==> config.mk <==
export PLATFORM = sky130hd
export DESIGN_NAME = temp_threshold_monitor
export DESIGN_NICKNAME = d
export VERILOG_FILES = /design/src/rtl/temp_threshold_monitor.sv
export SDC_FILE = /design/constraint.sdc
export NUM_CORES = 1
export LEC_CHECK = 0
export ABC_AREA = 0
export CORE_ASPECT_RATIO = 0.5
export CORE_MARGIN = 2
export CORE_UTILIZATION = 40
export CTS_BUF_LIST = sky130_fd_sc_hd__clkbuf_16
export CTS_CLUSTER_SIZE = 12
export DETAILED_ROUTE_END_ITERATION = 6
export PLACE_DENSITY = 0.75
export SKIP_LAST_GASP = 1
export SYNTH_ARGS = -nofsm -noshare
export SYNTH_HDL_FRONTEND = slang
export SYNTH_SLANG_ARGS = --single-unit
==> constraint.sdc <==
create_clock -name clk -period 7.5 [get_ports clk]
set_input_delay 0.75 -clock clk [delete_from_list [all_inputs] [get_ports clk]]
set_output_delay 0.75 -clock clk [all_outputs]
set_load 0.05 [all_outputs]
==> src/rtl/temp_threshold_monitor.sv <==
// Polls NUM_CH temperature sensors through an external I2C driver and raises
// filtered, hysteretic per-channel warnings. Define TEMP_MON_TIMEOUT_EN for a WAIT watchdog.
module temp_threshold_monitor #(
    parameter int NUM_CH         = 4,
    parameter int DATA_W         = 16,
    parameter int POLL_CYCLES    = 100000,
    parameter int FILT_N         = 3,
    parameter int TIMEOUT_CYCLES = 65535,
    localparam int CH_W          = (NUM_CH > 1) ? $clog2(NUM_CH) : 1
) (
    input  logic                     clk,
    input  logic                     reset_n,
    input  logic                     enable,
    input  logic [DATA_W-1:0]        t_high,
    input  logic [DATA_W-1:0]        t_low,
    input  logic [DATA_W-1:0]        hyst,
    output logic                     cmd_start,
    output logic [CH_W-1:0]          cmd_ch,
    output logic [2:0]               cmd_reg,
    input  logic                     cmd_done,
    input  logic [DATA_W-1:0]        rd_data,
    output logic [NUM_CH*DATA_W-1:0] temp_bus,
    output logic                     sample_valid,
    output logic [NUM_CH-1:0]        warn_vec,
    output logic                     warning,
    output logic                     busy,
    output logic [NUM_CH-1:0]        err_vec
);

    localparam int GAP_W = $clog2(POLL_CYCLES + 1);
    localparam logic [GAP_W-1:0] GAP_LOAD = GAP_W'(POLL_CYCLES - 1);
    localparam logic [CH_W-1:0]  LAST_CH  = CH_W'(NUM_CH - 1);
    localparam logic [3:0]       FILT_MAX = 4'(FILT_N);

    typedef enum logic [2:0] {S_IDLE, S_ISSUE, S_WAIT, S_EVAL, S_GAP} state_t;

    state_t                        state_q, state_d;
    logic [CH_W-1:0]               ch_q, ch_d;
    logic [GAP_W-1:0]              gap_cnt_q, gap_cnt_d;
    logic                          cmd_start_q, cmd_start_d;
    logic                          sample_valid_q, sample_valid_d;
    logic                          busy_q, busy_d;
    logic                          warning_q, warning_d;
    logic [NUM_CH-1:0][DATA_W-1:0] temp_q, temp_d;
    logic [NUM_CH-1:0][3:0]        filt_q, filt_d;
    logic [NUM_CH-1:0]             warn_q, warn_d;

    // Threshold arithmetic is one bit wider than the data so t_high-hyst and
    // t_low+hyst cannot wrap around.
    logic signed [DATA_W:0] samp_x, hi_x, lo_x, hyst_x, hi_clr, lo_clr;
    logic                   out_range, is_clear;
    logic [3:0]             cur_cnt, cnt_next;

    assign samp_x    = {rd_data[DATA_W-1], rd_data};
    assign hi_x      = {t_high[DATA_W-1], t_high};
    assign lo_x      = {t_low[DATA_W-1], t_low};
    assign hyst_x    = {1'b0, hyst};
    assign hi_clr    = hi_x - hyst_x;
    assign lo_clr    = lo_x + hyst_x;
    assign out_range = (samp_x > hi_x) || (samp_x < lo_x);
    assign is_clear  = (samp_x >= lo_clr) && (samp_x <= hi_clr);
    assign cur_cnt   = filt_q[ch_q];
    assign cnt_next  = !out_range ? 4'd0 :
                       (cur_cnt >= FILT_MAX) ? FILT_MAX : cur_cnt + 4'd1;

`ifdef TEMP_MON_TIMEOUT_EN
    localparam int TO_W = $clog2(TIMEOUT_CYCLES + 1);
    localparam logic [TO_W-1:0] TO_LAST = TO_W'(TIMEOUT_CYCLES - 1);

    logic [TO_W-1:0]   wait_cnt_q, wait_cnt_d;
    logic [NUM_CH-1:0] err_q, err_d;
`endif

    always_comb begin
        state_d        = state_q;
        ch_d           = ch_q;
        gap_cnt_d      = gap_cnt_q;
        cmd_start_d    = 1'b0;
        sample_valid_d = 1'b0;
        temp_d         = temp_q;
        filt_d         = filt_q;
        warn_d         = warn_q;
`ifdef TEMP_MON_TIMEOUT_EN
        wait_cnt_d     = wait_cnt_q;
        err_d          = err_q;
`endif
        case (state_q)
            S_IDLE: begin
                if (enable) state_d = S_ISSUE;
            end
            S_ISSUE: begin
                cmd_start_d = 1'b1;
                state_d     = S_WAIT;
`ifdef TEMP_MON_TIMEOUT_EN
                wait_cnt_d  = '0;
`endif
            end
            S_WAIT: begin
                // The sample is stored and judged on the cmd_done edge so that
                // sample_valid and the new warning appear together in EVAL.
                if (cmd_done) begin
                    temp_d[ch_q]   = rd_data;
                    filt_d[ch_q]   = cnt_next;
                    if (cnt_next == FILT_MAX)
                        warn_d[ch_q] = 1'b1;
                    else if (is_clear)
                        warn_d[ch_q] = 1'b0;
                    sample_valid_d = 1'b1;
                    state_d        = S_EVAL;
                end
`ifdef TEMP_MON_TIMEOUT_EN
                else if (wait_cnt_q == TO_LAST) begin
                    err_d[ch_q] = 1'b1;
                    state_d     = S_EVAL;
                end else begin
                    wait_cnt_d = wait_cnt_q + 1'b1;
                end
`endif
            end
            S_EVAL: begin
                if (ch_q == LAST_CH) begin
                    ch_d      = '0;
                    gap_cnt_d = GAP_LOAD;
                    state_d   = S_GAP;
                end else begin
                    ch_d    = ch_q + 1'b1;
                    state_d = S_ISSUE;
                end
            end
            S_GAP: begin
                // enable is only consulted here, so a round always completes.
                if (gap_cnt_q == '0)
                    state_d = enable ? S_ISSUE : S_IDLE;
                else
                    gap_cnt_d = gap_cnt_q - 1'b1;
            end
            default: state_d = S_IDLE;
        endcase
        busy_d    = (state_d != S_IDLE);
        warning_d = |warn_d;
    end

    always_ff @(posedge clk or negedge reset_n) begin
        if (!reset_n) begin
            state_q        <= S_IDLE;
            ch_q           <= '0;
            gap_cnt_q      <= '0;
            cmd_start_q    <= 1'b0;
            sample_valid_q <= 1'b0;
            busy_q         <= 1'b0;
            warning_q      <= 1'b0;
            temp_q         <= '0;
            filt_q         <= '0;
            warn_q         <= '0;
        end else begin
            state_q        <= state_d;
            ch_q           <= ch_d;
            gap_cnt_q      <= gap_cnt_d;
            cmd_start_q    <= cmd_start_d;
            sample_valid_q <= sample_valid_d;
            busy_q         <= busy_d;
            warning_q      <= warning_d;
            temp_q         <= temp_d;
            filt_q         <= filt_d;
            warn_q         <= warn_d;
        end
    end

`ifdef TEMP_MON_TIMEOUT_EN
    always_ff @(posedge clk or negedge reset_n) begin
        if (!reset_n) begin
            wait_cnt_q <= '0;
            err_q      <= '0;
        end else begin
            wait_cnt_q <= wait_cnt_d;
            err_q      <= err_d;
        end
    end

    assign err_vec = err_q;
`else
    assign err_vec = '0;
`endif

    genvar gi;
    generate
        for (gi = 0; gi < NUM_CH; gi++) begin : g_bus
            assign temp_bus[gi*DATA_W +: DATA_W] = temp_q[gi];
        end
    endgenerate

    assign cmd_start    = cmd_start_q;
    assign cmd_ch       = ch_q;
    assign cmd_reg      = 3'd0;
    assign sample_valid = sample_valid_q;
    assign warn_vec     = warn_q;
    assign warning      = warning_q;
    assign busy         = busy_q;

endmodule

==> metrics.md, run 1 <==
| Metric | Value |
|---|---|
| Status | `finished, final reports clean` |
| Final antenna-violating net count | `0` |
| RSZ-0062 raised after global routing | `false` |
| Combinational Power Share | `around 56%` |
| Dpl cell area | `between 0.009 and 0.01 mm²` |
| Area Growth Syn to Fin | `26.3%` |
| Least-Margin Pin Slew | `0.912 ns` |
| Utilization after layout | `roughly half` |
| Die ar. | `0.0198 mm²` |
| Area leader, netlist | `dfrtp_1` |
| Post-synth cell types | `60` |
| CTS sink count | `110` |
| Detailed Route Iter0 Violations | `310` |
| Post-synth EDFFs | `0` |
| Min Tclk post-route | `5.27 ns` |
| CP max FO | `4` |
| Synth Area in Compound Gates | `13.2%` |
| Vias per cell | `5.34` |
| Hold-fix buffers at CTS | `0` |
| Htree depth | `3` |
| Total Routing Usage GR | `roughly a fifth` |
| Part of the power in registers | `30.0%` |
| Yosys Warn Count | `0` |
| Port bufs | `141` |
| Cell Rows | `35` |
| CP required | `7.72 ns` |
| Design area | `between 0.009 and 0.01 mm²` |
| Leakage power | `4.37 nW` |
| Total number of vias | `around 6,000` |
| Routed WL | `19.0 mm` |
| Clock-pin slew on the worst setup and hold paths | `roughly 0.070 ns` |
| Reg2reg path depth | `6` |
| Area fraction of the dominant cell type after synthesis | `a little under two fifths` |
| CP arrival | `between 5 and 6 ns` |
| Final hold slack | `roughly 0.35 ns` |
| Vias in the first global route | `5,996` |
| Post-Synth XOR/XNOR Area | `4.24%` |
| Ratio of final minimum period to clock period | `roughly 70%` |
| Worst-Skew Late Latency | `0.35 ns` |
| Initial antenna violation count | `0` |
| Inst Count DP | `1,110` |
| DRC | `0` |
| Clk buf depth | `2` |
| Syn avg cell area | `10.1 µm²` |
| Post-synthesis mux area share | `9.97%` |
| CTS buffer count | `9` |
| Die Ht | `100 µm` |
| CTS tree | `built` |
| Setup TNS | `0 ns` |
| GR Overflow Total | `0` |
| Pre-CTS WS | `1.94 ns` |
| CTS Root Cell | `clkbuf_16` |
| Main synth FF type | `dfrtp_1` |
| Starting Density | `40.7%` |
| Switching share of total power | `between 40% and 50%` |
| Synth Instances | `739` |
| Routed len/inst | `16.9 µm` |
| Placeable Area | `0.0183 mm²` |
| Number of setup violations in the final report | `0` |
| Hold Path Class | `in -> async` |
| Cell Area, Synth | `0.00744 mm²` |
| Reg-to-Reg Start | `cmd_ch[0]` |
| Nets | `1,054` |
| Drt pass-1 iters | `6` |
| Post-Layout Cell Count | `approximately 1,100` |
| Setup WS post-layout | `2.23 ns` |
| Critical Path Sink Type | `register` |
| Seq/Total Area, Yosys | `37.0%` |
| Pint | `1.82 mW` |
| Slew Viols, Final | `0` |
| Ports | `149` |
| P_sw | `1.58 mW` |
| Critical path origin | `hyst[1]` |
| Ys async rst share | `100%` |
| Final Skew | `0.00822 ns` |
| Post-Synth Simple-Gate Area | `around an eighth` |
| R2R setup slack | `4.53 ns` |
| Clock power frac | `14.3%` |
| Fmax achieved | `190 MHz` |
| Power Density | `approximately 360 mW/mm²` |
| Chip Width | `197 µm` |
| Ant diodes | `0` |
| Crit Path Category | `in -> reg` |
| Peak VDD IR | `164 µV` |
| Tot Pwr | `3.40 mW` |
| Worst reg2reg endpoint | `warning` |
| First-pass GRT wire length | `31.0 mm` |
| Detailed placement HPWL | `14.8 mm` |
| Gates resized, CTS repair | `0` |
| Synth Area in Adders | `17.8%` |
| Hold Vio Cnt, Final | `0` |
| Post-CTS Setup Bufs | `0` |
| Total of max-cap violations | `0` |
| Crit start category | `primary input` |
| Largest net degree at the start of global routing | `74` |
| Top post-synthesis cells by area | `dfrtp_1 (37%), ha_1 (17%), mux2_2 (9.2%)` |
| Routability cong. | `0.873` |
| Share of cells above drive strength 1 | `10.1%` |
| Slew headroom | `39.2%` |
| Largest family of logic cells by synthesized area | `adder cells` |
| Synth Register Bits | `110` |
[flip-flops by register name (all words and copies together), names as in the netlist]
name          flops
gap_cnt_q        17
busy              1
temp_bus         64
state_q           3
warning           1
filt_q           16
sample_valid      1
cmd_start         1
cmd_ch            2
warn_vec          4
[cell usage in the layout (no fill, tap or decap), types with 15 or more instances in the layout]
cell,Yosys,layout
a21o_1,15,15
nor2_1,30,30
xor2_1,16,16
inv_1,70,71
clkdlybuf4s50_1,0,140
ha_1,103,103
mux2_2,61,61
a21oi_1,37,37
nor3_1,15,15
nand2_1,42,42
xnor2_1,20,20
o21ai_0,39,39
dfrtp_1,110,110
[power groups by stage]
stage	combinational, mW	clock [mW]	sequential [mW]
after floorplan	0.629	0	1.65
after global placement	1.86	0	1.01
after detailed placement	1.90	0	1.03
after CTS	1.90	0.494	1.02
after global routing	2.00	0.517	1.06
final	1.89	0.487	1.02
[worst max-delay path by stage]
stage | endpoint | slack (ns) | cells past startpoint
after global placement | warning | 2.09 | 20
after detailed placement | warning | 1.94 | 20
final | warning | 2.23 | 20
after floorplan | warning | 2.99 | 20
after CTS | warning | 2.28 | 20
after global routing | warning | 1.96 | 20
[critical path, cell delays in order]
cell and delay [ns]:
clkdlybuf4s50_1 0.55, inv_1 0.10, ha_1 0.28, nor2b_1 0.15, o31a_1 0.27, o2111ai_1 0.24, nand3_1 0.13, o41ai_1 0.56
o2111ai_1 0.22, a21oi_1 0.21, xnor2_1 0.13, ha_1 0.27, inv_1 0.07, o21ai_1 0.08, nor3_1 0.14, o21ai_0 0.12
o211ai_1 0.31, nand4_1 0.15, a32o_1 0.25, or4_1 0.52
[cell families (layout without fill, tap and decap cells)]
| family | count (synthesis) | in the layout |
|---|---|---|
| other cells | 1 | 7 |
| xor+xnor | 36 | 36 |
| flops | 110 | 110 |
| fa+ha+maj | 105 | 105 |
| mux | 64 | 64 |
| compound gates | 152 | 152 |
| buf+inv | 91 | 231 |
| simple gates | 180 | 180 |
[Yosys cell counts (15+ instances only)]
cell	count
nor2_1	30
a21o_1	15
nor3_1	15
mux2_2	61
xor2_1	16
dfrtp_1	110
o21ai_0	39
inv_1	70
ha_1	103
nand2_1	42
xnor2_1	20
a21oi_1	37
[layout make-up]
type | count | area [µm²]
fill | 1635 | 8910
multi-input combinational | 544 | 4340
sequential | 110 | 2750
timing repair buffer | 146 | 1450
tap | 240 | 300
inverter | 70 | 263
clock buffer | 9 | 225
clock inverter | 6 | 72.6
[routing by layer]
layer / global-route usage, % / vias up / part of all wire, %
met5: 0 / - / 0
met4: 6.25 / 0 / 2.1
met3: 2.38 / 27 / 3.5
met2: 34.1 / 116 / 49
met1: 26.4 / 2926 / 46
li1: - / 2937 / -
(Power assumes the default switching activity.)
==> inputs of run 2 (changes only) <==
--- a/config.mk
+++ b/config.mk
@@ -12,7 +12,7 @@
 export CTS_BUF_LIST = sky130_fd_sc_hd__clkbuf_16
 export CTS_CLUSTER_SIZE = 12
 export DETAILED_ROUTE_END_ITERATION = 6
-export PLACE_DENSITY = 0.75
+export PLACE_DENSITY = 0.77
 export SKIP_LAST_GASP = 1
 export SYNTH_ARGS = -nofsm -noshare
 export SYNTH_HDL_FRONTEND = slang
==> constraint.sdc (replaced) <==
create_clock -name clk -period 4.6 [get_ports clk]
set_input_delay 0.46 -clock clk [delete_from_list [all_inputs] [get_ports clk]]
set_output_delay 0.46 -clock clk [all_outputs]
set_load 0.05 [all_outputs]
==> metrics.md, run 2 (synthesis results as in run 1) <==
| Metric | Value |
|---|---|
| Met2 Resource Use GR | `35.2% (+1.1 points)` |
| Leakage power | `4.70 nW (+7.5%)` |
| Final hold slack | `0.224 ns (-0.128 ns)` |
| Status | `finished, final reports clean` |
| Commonest non-fill, non-tap cells in the layout | `clkdlybuf4s50_1 (128), dfrtp_1 (110), ha_1 (98), inv_1 (70), mux2_2 (61)` |
| CTS sink count | `110 (unchanged)` |
| Port bufs | `141 (unchanged)` |
| CTS Root Cell | `clkbuf_16` |
| Critical path origin | `t_low[0]` |
| CTS tree | `built` |
| Worst-Skew Late Latency | `0.35 ns (about the same)` |
| Hold Vio Cnt, Final | `0 (unchanged)` |
| DRC | `0 (unchanged)` |
| Drt pass-1 iters | `4 (-2)` |
| Total of max-cap violations | `0 (unchanged)` |
| Total number of vias | `6,205 (+3.3%)` |
| CP arrival | `4.56 ns (-0.94 ns)` |
| Number of setup violations in the final report | `0 (unchanged)` |
| Initial antenna violation count | `0 (unchanged)` |
| Peak VDD IR | `265 µV (+62%)` |
| Final Skew | `0.00925 ns (+0.00102 ns)` |
| CP max stage delay | `0.51 ns (-0.05 ns)` |
| Routability cong. | `0.865 (-0.87%)` |
| R2R setup slack | `1.58 ns (-2.95 ns)` |
| CTS buffer count | `9 (unchanged)` |
| Least-Margin Pin Slew | `1.06 ns (+0.144 ns)` |
| Vias per cell | `5.31 (-0.49%)` |
| Crit. path cell count | `19 (-5.0%)` |
| Critical Path Sink Type | `register` |
| Reg2reg path depth | `6 (unchanged)` |
| Clk buf depth | `2 (unchanged)` |
| Die Ht | `100 µm (unchanged)` |
| Crit Path Category | `in -> reg` |
| Ant diodes | `0 (unchanged)` |
| Reg-to-Reg Start | `cmd_ch[0]` |
| CP top delay family | `compound AO/OA/AOI/OAI gates` |
| Die ar. | `0.0198 mm² (unchanged)` |
| Routed len/inst | `16.9 µm (about the same)` |
| Slew headroom | `28.6% (-11 points)` |
| FF/Latch Area | `0.00275 mm² (unchanged)` |
| Buf/Inv on CP | `3 (unchanged)` |
| GR Overflow Total | `0 (unchanged)` |
| Number of flip-flops in the largest register | `64 (unchanged)` |
| Final antenna-violating net count | `0 (unchanged)` |
| First-pass GRT wire length | `31.8 mm (+2.5%)` |
| Vias in the first global route | `6,446 (+7.5%)` |
| Detailed placement HPWL | `15.4 mm (+4.0%)` |
| Slowest CP cell | `or4_1` |
| Share of cells above drive strength 1 | `16.1% (+6.0 points)` |
| Crit start category | `primary input` |
| Clock-pin slew on the worst setup and hold paths | `0.07 ns (about the same)` |
| Worst Setup EP | `warning` |
| Area of the multi-input gates | `0.00445 mm² (+2.5%)` |
| Min Tclk post-route | `4.33 ns` |
| Fillers | `1,597 (-2.3%)` |
| Fmax achieved | `between 200 and 250 MHz` |
| CP max FO | `4 (unchanged)` |
| Met1 Track Usage GR | `26.1% (-0.22 points)` |
| Global routing usage on met3 | `2.88% (+0.50 points)` |
| Commonest non-fill, non-tap cell in the layout | `clkdlybuf4s50_1` |
| Setup TNS | `0 ns (unchanged)` |
| Power Density | `570 mW/mm² (+58%)` |
| Routed WL | `19.7 mm (+3.8%)` |
| Worst reg2reg endpoint | `warning` |
| Chip Width | `197 µm (unchanged)` |
| Ratio of final minimum period to clock period | `94.2%` |
| Starting Density | `40.7% (unchanged)` |
| Htree depth | `3 (unchanged)` |
| Placeable Area | `0.0183 mm² (unchanged)` |
| Slew Viols, Final | `0 (unchanged)` |
| Worst path cell trace | `clkdlybuf4s50_1 -> ha_1 -> inv_1 -> fa_1 -> nor2b_1 -> o31a_1 -> o211ai_1 -> a21oi_2 -> o31ai_1 -> xor2_1 -> ha_1 -> nand4_1 -> a21oi_1 -> a2111oi_0 -> o21ai_0 -> buf_4 -> nand4_1 -> a32o_2 -> or4_1` |
| Hold-fix buffers at CTS | `0 (unchanged)` |
| Cell Rows | `35 (unchanged)` |
| Ports | `149 (unchanged)` |
| Detailed Route Iter0 Violations | `244 (-21%)` |
| Largest net degree at the start of global routing | `73 (-1.4%)` |
| Top Usage Layer GRT | `met2` |
| Nets | `1,096 (+4.0%)` |
| Hold Path Class | `in -> async` |
| Total Routing Usage GR | `20.3% (+0.46 points)` |
| CP required | `4.83 ns (-2.89 ns)` |
| Area Growth Syn to Fin | `32.4%` |
==> run 2: changes by cell type in the layout (fill, tap and decap cells not counted), sizes merged <==
cell           previous run  this run
buf                       6        48
clkdlybuf4s50           140       128
dlymetal6s2s              0        12
clkinv                    1         2
==> run 2: worst min-delay path by stage <==
stage | cells past startpoint | endpoint | from
floorplan | 0 | busy | reset_n
global placement | 2 | filt_q[4] | filt_q[4]
detailed placement | 1 | filt_q[6] | filt_q[6]
CTS | 1 | temp_bus[45] | reset_n
global route | 1 | temp_bus[46] | reset_n
finish | 1 | temp_bus[46] | reset_n
==> run 2: final cells by class <==
| class | count | share of cell area (%) |
|---|---|---|
| Inverter | 70 | 2.67 |
| Clock buffer | 9 | 2.29 |
| Tap cell | 240 | 3.05 |
| Sequential cell | 110 | 27.9 |
| Multi-Input combinational cell | 544 | 45.1 |
| Clock inverter | 7 | 0.736 |
| Timing Repair Buffer | 188 | 18.2 |
==> run 2: power by group <==
group          internal [mW]  leakage (nW)  switching, mW
combinational           1.22          3.19           1.96
sequential              1.38          1.36          0.283
clock                  0.425         0.148          0.354
total                   3.02          4.70           2.60
==> run 2: timing repair <==
action                                  CTS  global route
endpoints found under the setup margin    1             1
setup buffers                             1             2
pin swaps                                 1            21
resized for setup                         1            34
==> run 2: layer usage <==
layer | share of wire [%] | vias up | wire length (µm)
met5 | 0 | - | 0
li1 | - | 3017 | -
met1 | 46 | 3044 | 9050
met4 | 2.8 | 0 | 548
met3 | 2.8 | 37 | 550
met2 | 48 | 107 | 9530
==> run 2: stage by stage <==
step | setup slack, ns | cell area [µm²] | std cells | util (%) | total power [mW]
after floorplan | 0.384 | 7470 | 745 | - | 3.72
after global placement | -0.294 | 9390 | 1149 | 51.3 | 4.73
after detailed placement | -0.417 | 9390 | 1149 | 51.3 | 4.82
after CTS | 0.00618 | 9710 | 1166 | 53.0 | 5.62
after global routing | -0.0128 | 9850 | 1168 | 53.8 | 5.92
final | 0.268 | 9850 | 1168 | 53.8 | 5.62
==> run 2: worst register-to-register path: cells and delay by family (launching register included) <==
kind                       cells  cell delay [ns]
AOI/OAI and AO/OA              3             0.97
muxes                          1             0.62
adders and majority gates      1             0.22
DFF                            1             0.59
and+or+nand+nor                1             0.51
